<file path="src/rtl/mode_pkg.sv">
// Shared encodings for the front-panel mode controller and the downstream output mode FSM.
package mode_pkg;

  typedef enum logic [1:0] {
    OFF_MODE    = 2'b00,
    PWM_MODE    = 2'b01,
    R2R_MODE    = 2'b10,
    BUZZER_MODE = 2'b11
  } mode_t;

  typedef enum logic [1:0] {
    IDLE      = 2'b00,
    PRESSED   = 2'b01,
    LONG_HELD = 2'b10
  } press_state_t;

  function automatic logic [3:0] mode_onehot(input mode_t m);
    return 4'b0001 << m;
  endfunction

  function automatic mode_t mode_advance(input mode_t m);
    return mode_t'(m + 2'd1);
  endfunction

endpackage

</file>
<file path="src/rtl/btn_debounce.sv">
// Raw pushbutton to clean level: 2-flop synchronizer, stability counter, edge pulses.
module btn_debounce #(
  parameter int DEBOUNCE_CYCLES = 500000
) (
  input  logic clk,
  input  logic reset,
  input  logic btn_raw,
  output logic db,
  output logic rise,
  output logic fall
);

  localparam int DB_W = $clog2(DEBOUNCE_CYCLES + 1);
  localparam logic [DB_W-1:0] CNT_LIM = DB_W'(DEBOUNCE_CYCLES - 1);

  logic            sync1;
  logic            sync2;
  logic [DB_W-1:0] cnt;
  logic            toggle;

  // Pulses are raised in the cycle whose edge flips db, so consumers act on the same edge.
  assign toggle = (sync2 != db) && (cnt == CNT_LIM);
  assign rise   = toggle & ~db;
  assign fall   = toggle & db;

  always_ff @(posedge clk or posedge reset) begin
    if (reset) begin
      sync1 <= 1'b0;
      sync2 <= 1'b0;
      db    <= 1'b0;
      cnt   <= '0;
    end else begin
      sync1 <= btn_raw;
      sync2 <= sync1;
      if (sync2 == db) begin
        cnt <= '0;
      end else if (toggle) begin
        db  <= ~db;
        cnt <= '0;
      end else begin
        cnt <= cnt + DB_W'(1);
      end
    end
  end

endmodule

</file>
<file path="src/rtl/mode_select_ctrl.sv">
// Front-panel mode selector: short next press advances the mode, long next press or off forces OFF.
//   state     | meaning
//   IDLE      | next released, waiting for a debounced press
//   PRESSED   | next held, timing for a long press
//   LONG_HELD | long press already forced OFF, waiting for release
module mode_select_ctrl
  import mode_pkg::*;
#(
  parameter int DEBOUNCE_CYCLES   = 500000,
  parameter int LONG_PRESS_CYCLES = 50000000
) (
  input  logic       clk,
  input  logic       reset,
  input  logic       btn_next,
  input  logic       btn_off,
  output logic [1:0] mode_select,
  output logic [3:0] mode_led,
  output logic       mode_changed
);

  localparam int CNT_W = $clog2(LONG_PRESS_CYCLES + 1);
  localparam logic [CNT_W-1:0] HOLD_LIM = CNT_W'(LONG_PRESS_CYCLES - 1);

  logic db_next, rise_next, fall_next;
  logic db_off, rise_off, fall_off;
  logic unused_off;

  press_state_t     state;
  logic [CNT_W-1:0] hold_cnt;
  mode_t            mode_q;
  mode_t            mode_prev;
  mode_t            mode_nxt;

  btn_debounce #(.DEBOUNCE_CYCLES(DEBOUNCE_CYCLES)) u_db_next (
    .clk     (clk),
    .reset   (reset),
    .btn_raw (btn_next),
    .db      (db_next),
    .rise    (rise_next),
    .fall    (fall_next)
  );

  btn_debounce #(.DEBOUNCE_CYCLES(DEBOUNCE_CYCLES)) u_db_off (
    .clk     (clk),
    .reset   (reset),
    .btn_raw (btn_off),
    .db      (db_off),
    .rise    (rise_off),
    .fall    (fall_off)
  );

  assign unused_off = &{1'b0, db_off, fall_off};

  // Off press has the last word over any next-button action in the same cycle.
  always_comb begin
    mode_nxt = mode_q;
    if (state == PRESSED) begin
      if (fall_next)
        mode_nxt = mode_advance(mode_q);
      else if (hold_cnt == HOLD_LIM && db_next)
        mode_nxt = OFF_MODE;
    end
    if (rise_off)
      mode_nxt = OFF_MODE;
  end

  always_ff @(posedge clk or posedge reset) begin
    if (reset) begin
      state        <= IDLE;
      hold_cnt     <= '0;
      mode_q       <= OFF_MODE;
      mode_prev    <= OFF_MODE;
      mode_led     <= 4'b0001;
      mode_changed <= 1'b0;
    end else begin
      mode_q       <= mode_nxt;
      mode_led     <= mode_onehot(mode_nxt);
      mode_prev    <= mode_q;
      mode_changed <= (mode_q != mode_prev);
      case (state)
        IDLE: begin
          if (rise_next) begin
            state    <= PRESSED;
            hold_cnt <= '0;
          end
        end
        PRESSED: begin
          if (fall_next)
            state <= IDLE;
          else if (hold_cnt == HOLD_LIM && db_next)
            state <= LONG_HELD;
          else if (hold_cnt != HOLD_LIM)
            hold_cnt <= hold_cnt + CNT_W'(1);
        end
        LONG_HELD: begin
          if (fall_next)
            state <= IDLE;
        end
        default: state <= IDLE;
      endcase
    end
  end

  assign mode_select = mode_q;

endmodule
</file>
<file path="config.mk">
export PLATFORM = sky130hd
export DESIGN_NAME = mode_select_ctrl
export DESIGN_NICKNAME = d
export VERILOG_FILES = /design/src/rtl/mode_pkg.sv /design/src/rtl/btn_debounce.sv /design/src/rtl/mode_select_ctrl.sv
export SDC_FILE = /design/constraint.sdc
export NUM_CORES = 1
export LEC_CHECK = 0
export CORE_UTILIZATION = 30
export DETAILED_ROUTE_END_ITERATION = 10
export SLEW_MARGIN = 25
export SYNTH_ARGS = -nofsm -noshare
export SYNTH_HDL_FRONTEND = slang
export SYNTH_SLANG_ARGS = --single-unit
</file>
<file path="constraint.sdc">
create_clock -name clk -period 3.6 [get_ports clk]
set_input_delay 0.72 -clock clk [delete_from_list [all_inputs] [get_ports clk]]
set_output_delay 0.72 -clock clk [all_outputs]
set_load 0.05 [all_outputs]
</file>
==> impl_metrics.toml <==
[timing]
finalSetupTns_ns = 0
maxSlewHeadroom_pct = 42.1
setup_violations = 0
hold-worst-slack_ns = 0.356
fin_crit_sh_pct = 70.8
fin_crit_ns = 2.55
fmax_mhz = 392
tightestPinTransition_ns = 0.869
setup_slack_ns = 1.05
finalMaxSlewViolations = 0
rsz0062_at_grt = "no"
fin_worst_skew_ns = 0.00738
hold_viol = 0

[worst_setup_path]
worstSetupEndpointType = "flop"
cp.arrival_ns = 2.77
cp.required_ns = 3.82
reg2reg_from = "u_db_next.cnt[11]"
path_class = "flop to flop"
ff2ff_setup_slack_ns = 1.05
startpoint_type = "flop"
path_max_fanout = 14
worst-r2r-cell-count = 6
r2r_end = "hold_cnt[8]"

[cts]
holdBufCountCts = 0
cts-resized-gates = 0
cts_tree = "yes"
insertion_delay_ns = 0.34
cts_root_buffer = "clkbuf_16"
clk_pin_slew_worst_paths_ns = 0.06
cts_setup_buffers = 0
cts_buffers = 9
cts_sinks = 81
cts_buffer_depth = 2
cts-htree-levels = 3

[yosys]
seq_area_frac_synth_pct = 47.3
syn-num-nets = 444
synthTopCellsByCount = "dfrtp_1, nor2_1, nand2_1, nor3_1, xnor2_1"
synth_top_area_cell = "dfrtp_1"
synth_area_leaders = "dfrtp_1, xnor2_1, nor2_1"
ys_warn_count = 0
netlist_instances = 437
ys_ff_latch = 81
ys.flop_type = "dfrtp_1"
synthArstFlopShare_pct = 100
avgSynthCellArea_um2 = 9.82
synth_top_cell_area_share_pct = 46.7
ys_types = 57
synth_area_um2 = 4290
synth_edf_count = 0
synth.most_common_cell = "dfrtp_1"

[global_routing]
grt_pass1_vias = 3157
grt_use_total_pct = 13.0
grt.overflow.total = 0
grt_pass1_wl_um = 15200
antenna_found_initial = 0
grt_start_max_net_pins = 42

[run_status]
status = "finished, final reports clean"

[final_layout]
area_growth_syn_to_layout_pct = 14.4
antenna_cells = 0
post-route-cell-area_um2 = 4910
fill_cells = 1401
fin_nets = 451
layout.cells.non_filler = 629
drive_above_1_share_pct = 10.0

[routing]
postRouteAntennaNets = 0
drtIter0Drc = 143
drt_first_pass_iters = 4
via_count = 3250
avgRoutedWirePerCell_um = 14.0
drc = 0
drt_wl_total_um = 8790
via_per_inst = 5.17

[die]
boundaryPins = 11
initial_utilization_pct = 30.8
dieArea_um2 = 14800
die_h_um = 122
num_rows = 43
dieWidth_um = 122
coreArea_um2 = 13900

[placement]
post-place-ws_ns = 1.04
dpl.cell_count = 613
place_area_um2 = 4560
io_buffer_count = 10
dp_hpwl_um = 6080
finalWeightedCongestion = 0.847

[power]
power_density_nw_per_um2 = 413
leakagePower_uw = 0.00196
irDropWorstVdd_v = 0.000218

[min_path]
min_to = "u_db_off.sync2"
hold_class = "flop to flop"
min_from = "u_db_off.sync1"
hold_depth = 0

[run]
max_cap_violations = 0
-- sequential cells by signal (all words and copies together), names as in the netlist --
name and flops:
u_db_off.sync1 1, u_db_next.sync2 1, u_db_off.cnt 19, mode_select 2, mode_prev 2, u_db_next.db 1, u_db_off.sync2 1, u_db_next.cnt 19
hold_cnt 26, mode_led 4, u_db_off.db 1, state 2, u_db_next.sync1 1, mode_changed 1
-- logic make-up (layout without fill, tap and decap cells) --
family	Yosys count	in the layout	synth area share [%]
flops	81	81	47.3
buf+inv	26	38	2.92
compound gates	46	46	9.10
xor+xnor	38	38	7.76
mux	11	11	2.65
fa+ha+maj	3	3	0.875
simple gates	232	232	29.4
-- per-layer routing --
layer | wire length, µm | GRT usage [%] | part of all wire (%) | vias to the layer above
li1 | - | - | - | 1591
met3 | 273 | 3.37 | 3.1 | 6
met1 | 4210 | 17.0 | 48 | 1594
met4 | 111 | 5.32 | 1.3 | 0
met5 | 0 | 0 | 0 | -
met2 | 4200 | 20.2 | 48 | 59
-- worst max-delay path by stage --
stage | start | end | slack [ns]
2_1_floorplan | reset | hold_cnt[0] | 0.80
3_3_place_gp | u_db_next.cnt[7] | hold_cnt[13] | 1.05
3_5_place_dp | u_db_next.cnt[7] | hold_cnt[8] | 1.04
4_1_cts | u_db_next.cnt[7] | hold_cnt[8] | 1.05
5_1_grt | hold_cnt[12] | hold_cnt[1] | 0.92
6_report | u_db_next.cnt[11] | hold_cnt[8] | 1.05
-- metrics by stage --
step	utilization [%]	power, µW
finish	35.2	2030
CTS	35.2	2050
global route	35.2	2100
global placement	32.8	985
floorplan	-	969
detailed placement	32.8	985
-- cell usage in the layout (no fill, tap or decap), types with 4 or more instances in the layout --
cell type / instances
clkbuf_16: 9
mux2i_1: 8
xnor2_1: 22
dfrtp_1: 80
nor4b_1: 4
o22a_2: 10
a221o_1: 4
clkdlybuf4s50_1: 10
nand2_1: 46
a21oi_1: 4
xor2_1: 16
inv_1: 7
nor3_1: 28
nand3_1: 20
nor2_1: 50
nor4_1: 13
nand4_1: 18
or3_1: 7
and3_1: 13
o21ai_0: 9
and4_1: 9
-- critical path, stage by stage (launching register included) --
cell,delay [ns]
dfrtp_1,0.41
or4_4,0.60
nor3_4,0.25
and4b_1,0.52
buf_4,0.30
nor4_1,0.08
a211o_1,0.27
-- area by class of cell --
class | instances | area (µm²) | area share (%)
clock buffers | 11 | 243 | 4.94
repair buffers | 14 | 143 | 2.91
multi-input cells | 330 | 2140 | 43.5
well taps | 180 | 225 | 4.59
inverters | 8 | 31.3 | 0.637
flip-flops and latches | 81 | 2030 | 41.3
clock inverters | 5 | 103 | 2.09
-- power by group --
part	leakage [µW]	internal (µW)	switching, µW	total, µW
clock network	0.000166	695	364	1060
registers	0.00111	918	8.03	926
logic	0.000680	11.6	29.0	40.7
(Power assumes the default switching activity.)
